### config.mk
export PLATFORM = sky130hd
export DESIGN_NAME = hazard_unit
export DESIGN_NICKNAME = d
export VERILOG_FILES = /design/src/rtl/hazard_unit.sv
export SDC_FILE = /design/constraint.sdc
export NUM_CORES = 1
export LEC_CHECK = 0
export ABC_AREA = 1
export BUFFER_PORTS_ARGS = -buffer_cell sky130_fd_sc_hd__buf_2
export CAP_MARGIN = 30
export CORE_MARGIN = 1
export CORE_UTILIZATION = 40
export CTS_CLUSTER_SIZE = 8
export DETAILED_ROUTE_END_ITERATION = 12
export PLACE_DENSITY = 0.62
export SLEW_MARGIN = 20
export SYNTH_ARGS = -nofsm -noshare
export SYNTH_HDL_FRONTEND = slang
export SYNTH_SLANG_ARGS = --single-unit
### constraint.sdc
create_clock -name clk -period 2.5 [get_ports clk]
set_input_delay 0.125 -clock clk [delete_from_list [all_inputs] [get_ports clk]]
set_output_delay 0.125 -clock clk [all_outputs]
set_load 0.02 [all_outputs]
### src/rtl/hazard_unit.sv
// hazard_unit: stall, flush and forwarding-select generator for the five-stage
// pipeline. It tracks register tags through its own EXE/MEM/WB pipeline, so
// it only needs decode-stage register numbers and the MEM-stage branch outcome.
// Optional feature: define HAZARD_PERF_EN to add the stall_count/flush_count
// performance counters.
module hazard_unit #(
    parameter int REGW = 5,
    parameter int FWDW = 2
) (
    input  logic            clk,
    input  logic            reset,
    input  logic [REGW-1:0] rs_DEC,
    input  logic [REGW-1:0] rt_DEC,
    input  logic [REGW-1:0] rd_DEC,
    input  logic            regwrite_DEC,
    input  logic            memtoreg_DEC,
    input  logic            regdst_DEC,
    input  logic            pcsrc_MEM,
    output logic            stall_FET,
    output logic            stall_DEC,
    output logic            flush_DEC,
    output logic            flush_EXE,
    output logic            flush_MEM,
    output logic [FWDW-1:0] forwardA_EXE,
    output logic [FWDW-1:0] forwardB_EXE
`ifdef HAZARD_PERF_EN
    ,
    output logic [31:0]     stall_count,
    output logic [31:0]     flush_count
`endif
);

    // One slot of the tag pipeline.
    typedef struct packed {
        logic            valid;
        logic            regwrite;
        logic            memtoreg;
        logic [REGW-1:0] rs;
        logic [REGW-1:0] rt;
        logic [REGW-1:0] writereg;
    } tag_t;

    localparam logic [FWDW-1:0] FWD_NONE = FWDW'(0);
    localparam logic [FWDW-1:0] FWD_WB   = FWDW'(1);
    localparam logic [FWDW-1:0] FWD_MEM  = FWDW'(2);

    tag_t exe_q, exe_d;
    tag_t mem_q, mem_d;
    tag_t wb_q,  wb_d;

    logic load_use;

    // Load in EXE whose destination is read by the instruction sitting in DEC.
    always_comb begin
        load_use = exe_q.valid && exe_q.memtoreg && exe_q.regwrite &&
                   (exe_q.writereg != '0) &&
                   ((exe_q.writereg == rs_DEC) || (exe_q.writereg == rt_DEC));
    end

    // Stall/flush outputs; a taken branch discards the stalled instructions,
    // so it cancels the load-use stall for that cycle.
    always_comb begin
        stall_FET = load_use && !pcsrc_MEM;
        stall_DEC = load_use && !pcsrc_MEM;
        flush_EXE = load_use || pcsrc_MEM;
        flush_DEC = pcsrc_MEM;
        flush_MEM = pcsrc_MEM;
    end

    // Next-state of the tag pipeline; flushed slots are loaded as all-zero.
    always_comb begin
        exe_d = '0;
        if (!flush_EXE) begin
            exe_d.valid    = 1'b1;
            exe_d.regwrite = regwrite_DEC;
            exe_d.memtoreg = memtoreg_DEC;
            exe_d.rs       = rs_DEC;
            exe_d.rt       = rt_DEC;
            exe_d.writereg = regdst_DEC ? rd_DEC : rt_DEC;
        end
        mem_d = flush_MEM ? '0 : exe_q;
        wb_d  = mem_q;
    end

    // Tag pipeline registers; reset clears every slot.
    always_ff @(posedge clk) begin
        if (reset) begin
            exe_q <= '0;
            mem_q <= '0;
            wb_q  <= '0;
        end else begin
            exe_q <= exe_d;
            mem_q <= mem_d;
            wb_q  <= wb_d;
        end
    end

    // Per-operand forwarding select: gi=0 is operand A (rs), gi=1 is operand B (rt).
    // MEM beats WB so the youngest producer wins; a load in MEM has no data yet.
    for (genvar gi = 0; gi < 2; gi++) begin : g_fwd
        logic [REGW-1:0] src;
        logic [FWDW-1:0] sel;

        assign src = (gi == 0) ? exe_q.rs : exe_q.rt;

        // Priority compare against the MEM then WB producers.
        always_comb begin
            sel = FWD_NONE;
            if (mem_q.valid && mem_q.regwrite && !mem_q.memtoreg &&
                (mem_q.writereg != '0) && (mem_q.writereg == src)) begin
                sel = FWD_MEM;
            end else if (wb_q.valid && wb_q.regwrite &&
                         (wb_q.writereg != '0) && (wb_q.writereg == src)) begin
                sel = FWD_WB;
            end
        end
    end

    assign forwardA_EXE = g_fwd[0].sel;
    assign forwardB_EXE = g_fwd[1].sel;

    // The WB slot keeps the full tag for symmetry with the controller, but
    // its source fields and load flag are not consulted.
    logic unused_wb_fields;
    assign unused_wb_fields = ^{wb_q.rs, wb_q.rt, wb_q.memtoreg};

`ifdef HAZARD_PERF_EN
    logic [31:0] stall_count_q, stall_count_d;
    logic [31:0] flush_count_q, flush_count_d;

    // Counter increments: one per stalled cycle and one per taken branch.
    always_comb begin
        stall_count_d = stall_count_q + (stall_DEC ? 32'd1 : 32'd0);
        flush_count_d = flush_count_q + (pcsrc_MEM ? 32'd1 : 32'd0);
    end

    // Counter registers, cleared on reset and wrapping naturally.
    always_ff @(posedge clk) begin
        if (reset) begin
            stall_count_q <= '0;
            flush_count_q <= '0;
        end else begin
            stall_count_q <= stall_count_d;
            flush_count_q <= flush_count_d;
        end
    end

    assign stall_count = stall_count_q;
    assign flush_count = flush_count_q;
`endif

endmodule

==> results summary <==
The total of endpoints with negative setup slack in the final report is 0. In this design, the critical path's most frequently occurring cell is sky130_fd_sc_hd__nand2_1. The standby leakage power is around 0.0009 uW. The floorplan has 21 rows.

After Yosys synthesis, full adders, half adders and majority gates account for 0% of the synthesized area. The highest cell delay on the worst timing path is 0.40 ns. The clock latency of the later-clocked register in the worst-skew pair came out at 0.33 ns. The count of buffers from port buffering is 29. The path class of the tightest hold or removal check is input pin to register. The half-perimeter wire length of the detailed placement result is ~2000 um. In this run the critical register-to-register path is captured at g_fwd[1].src[1]$_SDFF_PP0_. The number of iterations in the first detailed-routing pass came out at 4. The via total after detailed routing came out at 1125. The worst setup path is launched from a register. After detailed routing, the number of remaining DRC violations is 0. STA classifies the critical path endpoint as a primary output. Setup repair after global routing left no endpoint under its margin. The highest clock frequency the design can meet came out at approximately 600 MHz. The die extent in y is between 60 and 70 um. The number of synthesized register bits came out at 33. Headroom to the max-slew limit came out at between 80% and 90%.

The power density over the cells is around 630 nW/um2. A synthesized cell averages around 7.5 um2. TritonCTS built the clock tree. The remaining global-route overflow came out at 0.

The cell type of the slowest stage on the worst timing path is sky130_fd_sc_hd__dfxtp_1. The source of the worst register-to-register timing path is exe_q[0]$_SDFF_PP0_. The flop-to-flop setup slack is between 1 and 1.5 ns. The area overhead of the layout relative to synthesis came out at 16.2%. Once the floorplan was initialized, standard cells occupied 43.0% of the core.

The final RePlAce weighted congestion came out at between 0.7 and 0.8. The count of nets after finishing is roughly 250. The number of slew-limit violations in the final report came to 0. The mapped cell area is 1470 um2.

Synthesis produced a netlist with a net count of 216. The number of resized instances in the post-cts repair step is 0. By area, the combinational part of the netlist is dominated by simple AND/OR/NAND/NOR gates. The number of buffers created by CTS came out at 5. The CTS H-tree depth came out at 2.

The die covers approximately 3900 um2. The worst reg2reg path depth came out at 9. The I/O pin total came out at 30. Data arrives at the worst endpoint at roughly 1.6 ns. The maximum number of buffers from clock root to sink is 2. The maximum resistive drop on vdd came out at between 0.4 and 0.5 mV.

The maximum number of pins on one net before global-route repair came out at 19. The slew of the pin with the lowest slew margin is 0.277 ns. The overall fraction of global-route tracks in use is between 10% and 20%. The biggest fanout along the worst timing path is 5. The flow ran to the end, and the final reports show no timing, DRC or antenna violations. The least setup slack across all paths after layout is slightly above 0.8 ns. After clock tree synthesis, the clock-pin slew on the worst setup and hold paths is approximately 0.09 ns. The number of antenna violations at the first check in global routing came to 0. The number of maximum-capacitance violations came out at 0. Before CTS, the worst setup slack after placement is between 1 and 1.5 ns. The multiplexer fraction of the synthesized cell area came out at 0%. In the final layout, the share of cells above drive strength 1 is between 10% and 20%. The count of unique library cells instantiated by Yosys came out at 18. The width of the chip came out at 62.6 um. The clock sink count is 33. The yosys synthesis warning count is 0. The clock period minus worst slack came out at around 1.7 ns. The sequential area share after synthesis came out at around 45%. The final hold violation count came to 0. The average detailed-routed wire length per instance came out at 9.38 um. The synthesized netlist devotes 26.7% of its cell area to simple gates. The region available for standard cell placement spans around 3400 um2.

The number of filler instances in the final layout came out at roughly 360. Tracing the worst setup path back leads to its startpoint at exe_q[0]$_SDFF_PP0_. The synthesized netlist devotes under 10% of its cell area to compound gates.

The post-CTS repair timing setup buffer count is 0. The post-synthesis instance total came out at 195. The ratio of final minimum period to clock period is around 67%.

The worst setup path category is register to primary output. Walking the worst path, the cells encountered are inv_1, nand2_1, nand2_1, nor2_1, nand3_1, nand2_1, nand2_2, nor2_1, buf_2. The total wire length came out at approximately 2600 um.

The DRC violation total after the first TritonRoute iteration is 43. The count of nets left with antenna violations after detail routing is 0. In this run the worst setup path terminates at stall_FET. The global-route wire length before repair is approximately 4700 um. The root cell of the clock tree is sky130_fd_sc_hd__clkbuf_4. The via count of the first global-routing pass is between 1000 and 1500. The share of the synthesized netlist area taken by xor and xnor gates is 13.1%. The accumulated negative setup slack came out at 0 ns. Across the routed clock network, the largest skew measured is roughly 0.0015 ns.

The vias per cell came out at 4.11. The count of hold buffers inserted by post-cts repair came out at 2. The number of antenna repair diodes came out at 0. At the worst endpoint, the required time is about 2.4 ns.
## sequential cells by signal, indices dropped and copies added, names as in the netlist
name       flops
g_fwd.src     10
exe_q          8
wb_q           7
mem_q          8
## worst max-delay path, delay by kind of cell (launching register included)
family / cells / cell delay, ns
DFF: 1 / 0.40
buffers and inverters: 2 / 0.25
and+or+nand+nor: 7 / 0.58
## synthesized netlist by cell type
cell type / instances / share of area (%)
sky130_fd_sc_hd__xor2_1: 11 / 6.6
sky130_fd_sc_hd__nand3_1: 5 / 1.7
sky130_fd_sc_hd__inv_1: 32 / 8.2
sky130_fd_sc_hd__nor3_1: 5 / 1.7
sky130_fd_sc_hd__nand2_2: 1 / 0.43
sky130_fd_sc_hd__a21oi_1: 5 / 1.7
sky130_fd_sc_hd__nand2_1: 26 / 6.6
sky130_fd_sc_hd__nand2_4: 1 / 0.77
sky130_fd_sc_hd__inv_2: 1 / 0.26
sky130_fd_sc_hd__nor2_1: 52 / 13
sky130_fd_sc_hd__xnor2_1: 11 / 6.6
sky130_fd_sc_hd__bufbuf_16: 1 / 2.2
sky130_fd_sc_hd__buf_4: 3 / 1.5
sky130_fd_sc_hd__dfxtp_1: 33 / 45
sky130_fd_sc_hd__buf_1: 1 / 0.26
sky130_fd_sc_hd__nand4_1: 5 / 2.1
sky130_fd_sc_hd__o21ai_0: 1 / 0.34
sky130_fd_sc_hd__buf_6: 1 / 0.77
## layout make-up
cell class	instances	area, um2	share of cell area (%)
clock buffer	7	55.1	3.23
clock inverter	1	30.0	1.76
inverter	33	124	7.26
multi-input combinational	123	614	36.0
sequential	33	661	38.7
tap	46	57.6	3.37
timing repair buffer	31	165	9.68
## how the worst min path moves through the flow
stage            startpoint              endpoint  slack [ns]  cells past startpoint
4_1_cts           rd_DEC[3]   exe_q[3]$_SDFF_PP0_        0.01                      3
2_1_floorplan  memtoreg_DEC  exe_q[15]$_SDFF_PP0_        0.24                      2
6_report          rd_DEC[3]   exe_q[3]$_SDFF_PP0_        0.03                      3
3_5_place_dp   regwrite_DEC  exe_q[16]$_SDFF_PP0_        0.34                      3
5_1_grt           rd_DEC[2]   exe_q[2]$_SDFF_PP0_       0.008                      3
3_3_place_gp   regwrite_DEC  exe_q[16]$_SDFF_PP0_        0.34                      3
## where the power goes
group | total, uW | switching, uW | internal [uW]
Sequential | 554 | 12.9 | 541
Combinational | 101 | 55.4 | 45.2
Clock | 414 | 175 | 239
## layout by cell type (no fill, tap or decap)
master / count
sky130_fd_sc_hd__bufinv_16: 1
sky130_fd_sc_hd__nor2_1: 52
sky130_fd_sc_hd__nand2_4: 1
sky130_fd_sc_hd__clkbuf_4: 5
sky130_fd_sc_hd__buf_2: 29
sky130_fd_sc_hd__inv_1: 32
sky130_fd_sc_hd__nand2_1: 26
sky130_fd_sc_hd__inv_2: 1
sky130_fd_sc_hd__clkbuf_1: 1
sky130_fd_sc_hd__o21ai_0: 1
sky130_fd_sc_hd__dfxtp_1: 33
sky130_fd_sc_hd__dlygate4sd3_1: 2
sky130_fd_sc_hd__nor3_1: 5
sky130_fd_sc_hd__xor2_1: 11
sky130_fd_sc_hd__nand3_1: 5
sky130_fd_sc_hd__nand4_1: 5
sky130_fd_sc_hd__a21oi_1: 5
sky130_fd_sc_hd__xnor2_1: 11
sky130_fd_sc_hd__clkbuf_8: 1
sky130_fd_sc_hd__nand2_2: 1
## per-layer routing
metal | vias to the layer above | part of all wire, % | track usage, %
met5 | - | 0 | 0
met4 | 0 | 1.8 | 6.98
met3 | 5 | 5.2 | 5.66
met2 | 26 | 45 | 24.9
met1 | 456 | 48 | 18.5
li1 | 638 | - | -
## per-stage QoR
| step | util, % | cells | hold slack, ns | cell area, um2 | total power, uW |
|---|---|---|---|---|---|
| 6_report | 50.0 | 274 | 0.0273 | 1710 | 1070 |
| 5_1_grt | 50.0 | 274 | 0.00780 | 1710 | 1130 |
| 4_1_cts | 50.0 | 274 | 0.0136 | 1710 | 1080 |
| 3_5_place_dp | 46.9 | 264 | 0.343 | 1600 | 665 |
| 3_3_place_gp | 46.9 | 264 | 0.339 | 1600 | 665 |
| 2_1_floorplan | - | 195 | 0.237 | 1470 | 640 |
## cell families after synthesis
group,count (synthesis)
compound gates,6
simple gates,95
buf+inv,39
xor+xnor,22
flops,33
(Power assumes the default switching activity.)
